$ cat config.mk
export PLATFORM = sky130hd
export DESIGN_NAME = memory_access
export DESIGN_NICKNAME = d
export VERILOG_FILES = /design/src/rtl/memory_access.sv
export SDC_FILE = /design/constraint.sdc
export NUM_CORES = 1
export LEC_CHECK = 0
export CAP_MARGIN = 20
export CORE_UTILIZATION = 45
export CTS_CLUSTER_DIAMETER = 200
export CTS_CLUSTER_SIZE = 30
export DETAILED_ROUTE_END_ITERATION = 16
export PLACE_DENSITY = 0.86
export SLEW_MARGIN = 20
export SYNTH_ARGS = -nofsm -noshare
export SYNTH_HDL_FRONTEND = slang
export SYNTH_SLANG_ARGS = --single-unit
$ cat constraint.sdc
create_clock -name aclk -period 4.8 [get_ports aclk]
set_input_delay 0.96 -clock aclk [delete_from_list [all_inputs] [get_ports aclk]]
set_output_delay 0.96 -clock aclk [all_outputs]
set_load 0.01 [all_outputs]
$ cat src/rtl/memory_access.sv
// Memory-access stage: loads/stores on a valid/ready data bus,
// one-entry writeback buffer and bypass value.
module memory_access #(
  parameter int ADDR_WIDTH = 32,
  parameter int XLEN       = 32
) (
  input  logic                  aclk,
  input  logic                  aresetn,
  input  logic                  s_tvalid,
  output logic                  s_tready,
  input  logic [1:0]            s_op,
  input  logic [2:0]            s_size,
  input  logic [4:0]            s_rd,
  input  logic [XLEN-1:0]       s_alu,
  input  logic [XLEN-1:0]       s_rs2,
  output logic                  dmem_req_valid,
  input  logic                  dmem_req_ready,
  output logic [ADDR_WIDTH-1:0] dmem_addr,
  output logic                  dmem_we,
  output logic [3:0]            dmem_be,
  output logic [XLEN-1:0]       dmem_wdata,
  input  logic                  dmem_rsp_valid,
  input  logic [XLEN-1:0]       dmem_rdata,
  output logic                  m_tvalid,
  input  logic                  m_tready,
  output logic [4:0]            m_rd,
  output logic [XLEN-1:0]       m_data,
  output logic                  m_wen,
  output logic                  m_trap,
  output logic [XLEN-1:0]       bypass
);

  localparam logic [1:0] OP_NULL  = 2'd0;
  localparam logic [1:0] OP_REG   = 2'd1;
  localparam logic [1:0] OP_LOAD  = 2'd2;
  localparam logic [1:0] OP_STORE = 2'd3;

  typedef enum logic [1:0] {IDLE, REQ, WAIT} state_e;

  state_e                state_q;
  logic                  req_valid_q;
  logic [ADDR_WIDTH-1:0] addr_q;
  logic                  we_q;
  logic [3:0]            be_q;
  logic [XLEN-1:0]       wdata_q;
  logic [2:0]            size_q;
  logic [1:0]            lane_q;
  logic [4:0]            rd_q;
  logic                  m_tvalid_q;
  logic [4:0]            m_rd_q;
  logic [XLEN-1:0]       m_data_q;
  logic                  m_wen_q;
  logic                  m_trap_q;

  logic            is_b, is_h, misal;
  logic [3:0]      be_c;
  logic [XLEN-1:0] wdata_c;
  logic [XLEN-1:0] rsh, load_c;
  logic            accept;

  assign s_tready = (state_q == IDLE) & (~m_tvalid_q | m_tready);
  assign accept   = s_tvalid & s_tready;

  // Reserved size codes fall through to word handling.
  always_comb begin
    is_b    = (s_size[1:0] == 2'b00);
    is_h    = (s_size[1:0] == 2'b01);
    misal   = (is_h & s_alu[0]) | (~is_b & ~is_h & (|s_alu[1:0]));
    be_c    = 4'b1111;
    wdata_c = s_rs2;
    if (is_b) begin
      be_c    = 4'b0001 << s_alu[1:0];
      wdata_c = {4{s_rs2[7:0]}};
    end else if (is_h) begin
      be_c    = 4'b0011 << s_alu[1:0];
      wdata_c = {2{s_rs2[15:0]}};
    end
  end

  always_comb begin
    rsh    = dmem_rdata >> {lane_q, 3'b000};
    load_c = rsh;
    unique case (size_q[1:0])
      2'b00:   load_c = {{(XLEN-8){rsh[7] & ~size_q[2]}}, rsh[7:0]};
      2'b01:   load_c = {{(XLEN-16){rsh[15] & ~size_q[2]}}, rsh[15:0]};
      default: load_c = rsh;
    endcase
  end

  always_ff @(posedge aclk or negedge aresetn) begin
    if (!aresetn) begin
      state_q     <= IDLE;
      req_valid_q <= 1'b0;
      addr_q      <= '0;
      we_q        <= 1'b0;
      be_q        <= 4'b0;
      wdata_q     <= '0;
      size_q      <= 3'b0;
      lane_q      <= 2'b0;
      rd_q        <= 5'b0;
      m_tvalid_q  <= 1'b0;
      m_rd_q      <= 5'b0;
      m_data_q    <= '0;
      m_wen_q     <= 1'b0;
      m_trap_q    <= 1'b0;
    end else begin
      if (m_tvalid_q && m_tready) m_tvalid_q <= 1'b0;
      unique case (state_q)
        IDLE: if (accept) begin
          unique case (s_op)
            OP_NULL: ;
            OP_REG: begin
              m_tvalid_q <= 1'b1;
              m_rd_q     <= s_rd;
              m_data_q   <= s_alu;
              m_wen_q    <= |s_rd;
              m_trap_q   <= 1'b0;
            end
            OP_LOAD, OP_STORE: begin
              if (misal) begin
                m_tvalid_q <= 1'b1;
                m_rd_q     <= s_rd;
                m_data_q   <= s_alu;
                m_wen_q    <= 1'b0;
                m_trap_q   <= 1'b1;
              end else begin
                state_q     <= REQ;
                req_valid_q <= 1'b1;
                addr_q      <= {s_alu[ADDR_WIDTH-1:2], 2'b00};
                we_q        <= (s_op == OP_STORE);
                be_q        <= be_c;
                wdata_q     <= wdata_c;
                size_q      <= s_size;
                lane_q      <= s_alu[1:0];
                rd_q        <= s_rd;
              end
            end
            default: ;
          endcase
        end
        REQ: if (dmem_req_ready) begin
          req_valid_q <= 1'b0;
          state_q     <= we_q ? IDLE : WAIT;
        end
        WAIT: if (dmem_rsp_valid) begin
          m_tvalid_q <= 1'b1;
          m_rd_q     <= rd_q;
          m_data_q   <= load_c;
          m_wen_q    <= |rd_q;
          m_trap_q   <= 1'b0;
          state_q    <= IDLE;
        end
        default: state_q <= IDLE;
      endcase
    end
  end

  assign dmem_req_valid = req_valid_q;
  assign dmem_addr      = addr_q;
  assign dmem_we        = we_q;
  assign dmem_be        = be_q;
  assign dmem_wdata     = wdata_q;
  assign m_tvalid       = m_tvalid_q;
  assign m_rd           = m_rd_q;
  assign m_data         = m_data_q;
  assign m_wen          = m_wen_q;
  assign m_trap         = m_trap_q;
  assign bypass         = m_data_q;

endmodule

# ---- Word-level counts from Yosys, hierarchy flattened
# Index checks and enable logic that the tools add are counted.
dict set report totals {
  regBits 120
  latchBits 0
  mem_bits_rw 0
  romBits 0
  inputBits 112
  n_memories 0
}
dict set report op_classes {
  add_sub_neg 0
  mul 0
  div 0
  magnitude_cmp 0
  eq_ne 14
  shifts 3
  mux 43
  bitwise_logic 14
  reduce_logical 14
}
# op n
set ops {}
lappend ops {{32-bit one-hot mux with 2 select lines} 3}
lappend ops {{32-bit two-way mux} 5}
lappend ops {{32-bit by 5-bit >> shifter with 32-bit output} 1}
lappend ops {{5-bit one-hot mux with 2 select lines} 2}
lappend ops {{5-bit two-way mux} 3}
lappend ops {{5-bit AND reduction} 3}
lappend ops {{1-bit two-way mux} 14}
lappend ops {{1-bit one-hot mux with 2 select lines} 7}
lappend ops {{2-bit two-way mux} 6}
lappend ops {{5-bit OR reduction} 2}
lappend ops {{2-bit by 1-bit == test with 1-bit output (second input constant)} 4}
lappend ops {{4-bit two-way mux} 2}
lappend ops {{2-bit inequality test (second input constant)} 4}
lappend ops {{1-bit bitwise AND} 7}
lappend ops {{2-bit == test (second input constant)} 3}
lappend ops {{2-bit zero test} 3}
lappend ops {{2-bit one-hot mux with 3 select lines} 1}
lappend ops {{1-bit inverter} 5}
lappend ops {{4-bit AND reduction} 1}
lappend ops {{2-bit nonzero test} 2}
lappend ops {{2-bit OR reduction} 2}
lappend ops {{1-bit by 2-bit left shift with 4-bit output (first input constant)} 1}
lappend ops {{2-bit by 2-bit left shift with 4-bit output (first input constant)} 1}
lappend ops {{3-bit by 1-bit inequality test with 1-bit output (second input constant)} 1}
lappend ops {{4 further kinds} 5}

# ---- Longest topological paths before layout
dict set report depth {
  word_depth 9
  ltp_mapped 9
}

# ---- Worst setup path after synthesis
# Ideal clock, no wire load.
dict set report synth_path {
  path_type {input to register}
  start {input s_alu[0]}
  end {register m_data_q[10] (netlist: bypass[10])}
  setup_ns 0.119
  arrival_time_ns 2.176
  t_required_ns 4.681
  slack_ns 2.505
  path_stages 9
  cell_sequence {inv_1 -> ha_1 -> nand2b_1 -> a31oi_2 -> a22o_1 -> buf_4 -> buf_6 -> o211ai_1 -> o21a_1}
}
dict set report synth_via {
  elab_chain_len 5
  word_cells_on_any_way 6
  cone_classes {1 x eq/ne; 3 x bitwise; 2 x reduce/logical}
}
# item line_no
set synth_lines {}
lappend synth_lines {{start: declaration} 14} ;# input logic [XLEN-1:0] s_alu,
lappend synth_lines {{2-bit OR reduction} 68} ;# misal = (is_h & s_alu[0]) | (~is_b & ~is_h & (|s_alu[1:0]));
lappend synth_lines {{1-bit bitwise AND} 68}
lappend synth_lines {{1-bit bitwise OR *} 68}
lappend synth_lines {{3-bit inequality test (no source line) *} n/a}
lappend synth_lines {{5-bit AND reduction (no source line) *} n/a}
lappend synth_lines {{end signal: assignment} 115} ;# m_data_q <= s_alu;
lappend synth_lines {{end signal: assignment} 123} ;# m_data_q <= s_alu;
lappend synth_lines {{end signal: assignment} 148} ;# m_data_q <= load_c;
lappend synth_lines {{end: declaration} 51} ;# logic [XLEN-1:0] m_data_q;
# Mark *: on every way between the ends. The rest lies on a longest branch, timed or not.
# A chain may end at the register's enable or synchronous reset.

# ---- Worst setup path after layout
dict set report layout_path {
  start {input m_tready}
  end {output s_tready}
}
dict set report layout_via {
  elab_chain_len 2
}
# item line_no
set layout_lines {}
lappend layout_lines {{start: declaration} 25} ;# input logic m_tready,
lappend layout_lines {{1-bit bitwise OR} 61} ;# assign s_tready = (state_q == IDLE) & (~m_tvalid_q | m_tready);
lappend layout_lines {{1-bit bitwise AND} 61}
lappend layout_lines {{end: declaration} 10} ;# output logic s_tready,
# No other way between the ends.

==> impl_metrics.py <==
metrics = {
    "global_routing": {
        "grt_start_max_net_pins": 69,
        "antenna_found_initial": 1,
        "grt_pass1_wl_um": 31300,
        "grt.overflow.total": 0,
        "grt_pass1_vias": 5814,
        "grt_use_total_pct": 29.0,
    },
    "yosys": {
        "syn_area_per_cell_um2": 8.90,
        "ys_top_cells_by_area": "dfrtp_1 48%, nand2_1 13%, mux2i_1 5.5%, buf_4 4.5%, o21ai_0 3.9%",
        "postSynth.asyncResetShare_pct": 100,
        "yosysTopAreaCellShare_pct": 48.4,
        "synth_flop_cell": "dfrtp_1",
        "synth_largest_area_cell": "dfrtp_1",
        "seq_area_frac_synth_pct": 48.4,
        "synth_warnings": 0,
        "yosysUniqueCellTypes": 48,
        "synth-seq-cells": 120,
        "syn-instance-count": 697,
        "synth-edff-count": 0,
        "syn_area_mm2": 0.00620,
    },
    "floorplanning": {
        "core_mm2": 0.0133,
        "ios": 255,
        "die-area_mm2": 0.0143,
        "rows": 42,
        "die_h_um": 119,
        "start_util_pct": 46.5,
        "fp.dieW_um": 119,
    },
    "sta": {
        "tns_ns": 0,
        "timing.clock.skew_ns": 0.00578,
        "relSlewSlack_pct": 29.0,
        "fin_ws_ns": 1.47,
        "drv_slew": 0,
        "setup_viol": 0,
        "fmax_ghz": 0.300,
        "period_needed_ns": 3.33,
        "hold_viol_final": 0,
        "min_period_over_period_pct": 69.4,
        "rsz0062_at_grt": "false",
        "worstMarginPinSlew_ns": 1.06,
    },
    "final_layout": {
        "area_delta_synth_final_pct": 48.0,
        "nets": 1017,
        "fillCellCount": 1009,
        "final_area_mm2": 0.00918,
        "regArea_mm2": 0.00300,
        "final_util_pct": 68.8,
        "fin_cells": 1091,
        "multi_input_area_mm2": 0.00268,
        "layout-drive-gt1-share_pct": 7.44,
    },
    "worst_setup_path": {
        "critPathCaptureType": "output port",
        "crit_buf_inv": 2,
        "cp_max_fo": 5,
        "critPathArrivalTime_ns": 2.37,
        "slowest_stage": "clkdlybuf4s50_1",
        "cp_cell_sequence": "clkdlybuf4s50_1 -> nor2b_1 -> nor3_4 -> clkdlybuf4s50_1",
        "path_class": "input port to output port",
        "crit_path_max_incr_delay_ns": 0.60,
        "cp_top_family": "buffers and inverters",
        "cp-start-kind": "input port",
        "path_common_cell": "clkdlybuf4s50_1",
        "cp.required_ns": 3.84,
    },
    "drt": {
        "wl_per_cell_um": 18.4,
        "drtAntennaViolNets": 0,
        "drtPass1Iterations": 7,
        "drtIter0Drc": 524,
        "route.detailed.drc": 0,
        "vias_per_cell": 5.41,
        "num_vias": 5906,
        "drt_wl_total_um": 20100,
    },
    "place": {
        "dpl-instance-area_mm2": 0.00853,
        "port_buffers": 252,
        "dp_hpwl_um": 14300,
        "place_ws_ns": 1.23,
        "gp_congestion": 0.850,
        "placed_cells_incl_taps": 1058,
    },
    "clock_network": {
        "cts_root_buf": "clkbuf_16",
        "post_cts.repair.setup_buffers": 0,
        "cts_inserted_buffers": 17,
        "cts_tree": "done",
        "cts.path.max_buffers": 2,
        "cts.hold.buffers_added": 0,
        "cts_resized": 0,
        "clk_latency_ns": 0.41,
        "cts_max_level": 4,
        "clk_pin_slew_worst_paths_ns": 0.05,
        "cts.sinks": 120,
    },
    "job": {
        "cap_violations": 0,
    },
    "power_and_ir_drop": {
        "power_density_mw_per_mm2": 593,
        "p_leak_uw": 0.00409,
        "max-vdd-ir-drop_v": 0.000265,
        "pwr-share-seq_pct": 32.6,
        "p_switching_uw": 1810,
        "p_comb_share_pct": 41.6,
        "p_int_uw": 3640,
        "p_sw_share_pct": 33.2,
        "clkPwrFrac_pct": 25.8,
    },
    "status": {
        "status": "completed",
    },
    "hold_path": {
        "hold_class": "flip-flop to flip-flop",
    },
}
## power by group through the flow
stage | Sequential (µW) | Clock [µW] | Combinational (µW)
after floorplan | 1860 | 0 | 984
after global placement | 1770 | 0 | 2220
after detailed placement | 1780 | 0 | 2260
after CTS | 1770 | 1420 | 2280
after global routing | 1820 | 1470 | 2440
final | 1780 | 1410 | 2270
## layout make-up
class                           count  share of cell area [%]
Inverter                            4                   0.164
Clock inverter                     12                    2.15
Antenna cell                        1                  0.0273
Sequential cell                   120                    32.7
Tap cell                          176                    2.40
Clock buffer                       20                    4.97
Multi-Input combinational cell    494                    29.2
Timing Repair Buffer              264                    28.4
## cells in the final DEF, fill, tap and decap left out, types with 3 or more instances in the layout
cell,Yosys,layout
a211oi_1,5,5
a21oi_1,31,31
a221oi_1,6,6
a31oi_1,8,8
buf_4,37,13
bufinv_16,0,5
clkbuf_16,0,17
clkdlybuf4s50_1,0,251
clkinv_2,0,3
dfrtp_1,120,120
ha_1,4,4
inv_1,4,4
mux2_2,12,12
mux2i_1,34,34
nand2_1,223,223
nand2b_1,5,5
nor2_1,35,35
nor2b_1,8,8
o211ai_1,7,7
o21a_1,6,6
o21ai_0,48,48
o21ai_1,25,25
o31a_1,4,4
## worst reg2reg max path, delay by kind of cell, from the launching register on
family                 cells  cell delay [ns]
AO/OA/AOI/OAI              4             1.10
flip-flops                 1             0.88
buffers and inverters      1             0.52
## registers in the layout (all words and copies together), names as in the netlist, 3 cells and up
signal / count
m_rd: 5
bypass: 32
rd_q: 5
dmem_wdata: 32
dmem_addr: 30
size_q: 3
dmem_be: 4
## Yosys cell counts, types with 2 or more instances
cell,count
o31a_1,4
mux2i_1,34
nand3b_1,2
a21oi_1,31
o21ai_0,48
mux2_2,12
nand2b_1,5
buf_4,37
dfrtp_1,120
o221ai_1,2
a211oi_1,5
a221oi_1,6
mux2_4,2
a31oi_1,8
o21a_1,6
nand2_1,223
nor3_1,2
nor2b_1,8
clkbuf_1,10
o211ai_1,7
buf_2,24
buf_6,7
and3_1,2
nor2_1,35
a2111oi_2,2
o21ai_1,25
and2_1,2
inv_1,4
ha_1,4
buf_1,2
## per-layer routing
metal | GRT usage [%] | vias to the layer above | wire [µm]
li1 | - | 2720 | -
met1 | 32.9 | 2813 | 7510
met2 | 50.3 | 327 | 10300
met3 | 8.14 | 46 | 1730
met4 | 13.6 | 0 | 586
met5 | 0 | - | 0
## final timing paths
check / slack (ns) / startpoint / to / depth (start not counted)
max in group asynchronous: 3.16 / aresetn / rd_q[3] / 2
hold reg to reg: 0.48 / dmem_addr[30] / dmem_addr[30] / 2
setup reg to reg: 2.23 / lane_q[0] / bypass[20] / 5
hold / removal: 0.48 / dmem_addr[30] / dmem_addr[30] / 2
setup / recovery: 1.47 / m_tready / s_tready / 4
min in group asynchronous: 0.66 / aresetn / dmem_addr[10] / 1
## per-stage QoR
step                hold WS (ns)  power (µW)
finish                     0.475        5450
global route               0.493        5730
CTS                        0.477        5470
detailed placement         0.463        4040
global placement           0.458        3980
floorplan                  0.459        2850
## cell families (layout without fill, tap and decap cells)
| logic type | count (synthesis) | after routing | synth area share, % |
|---|---|---|---|
| buffers and inverters | 84 | 300 | 8.65 |
| DFF | 120 | 120 | 48.4 |
| other | 1 | 3 | 0.0604 |
| AOI/OAI and AO/OA | 153 | 153 | 14.9 |
| and+or+nand+nor | 286 | 286 | 18.7 |
| adders and majority gates | 4 | 4 | 0.807 |
| muxes | 49 | 49 | 8.51 |
No activity file was read; power rests on OpenSTA's default activity.
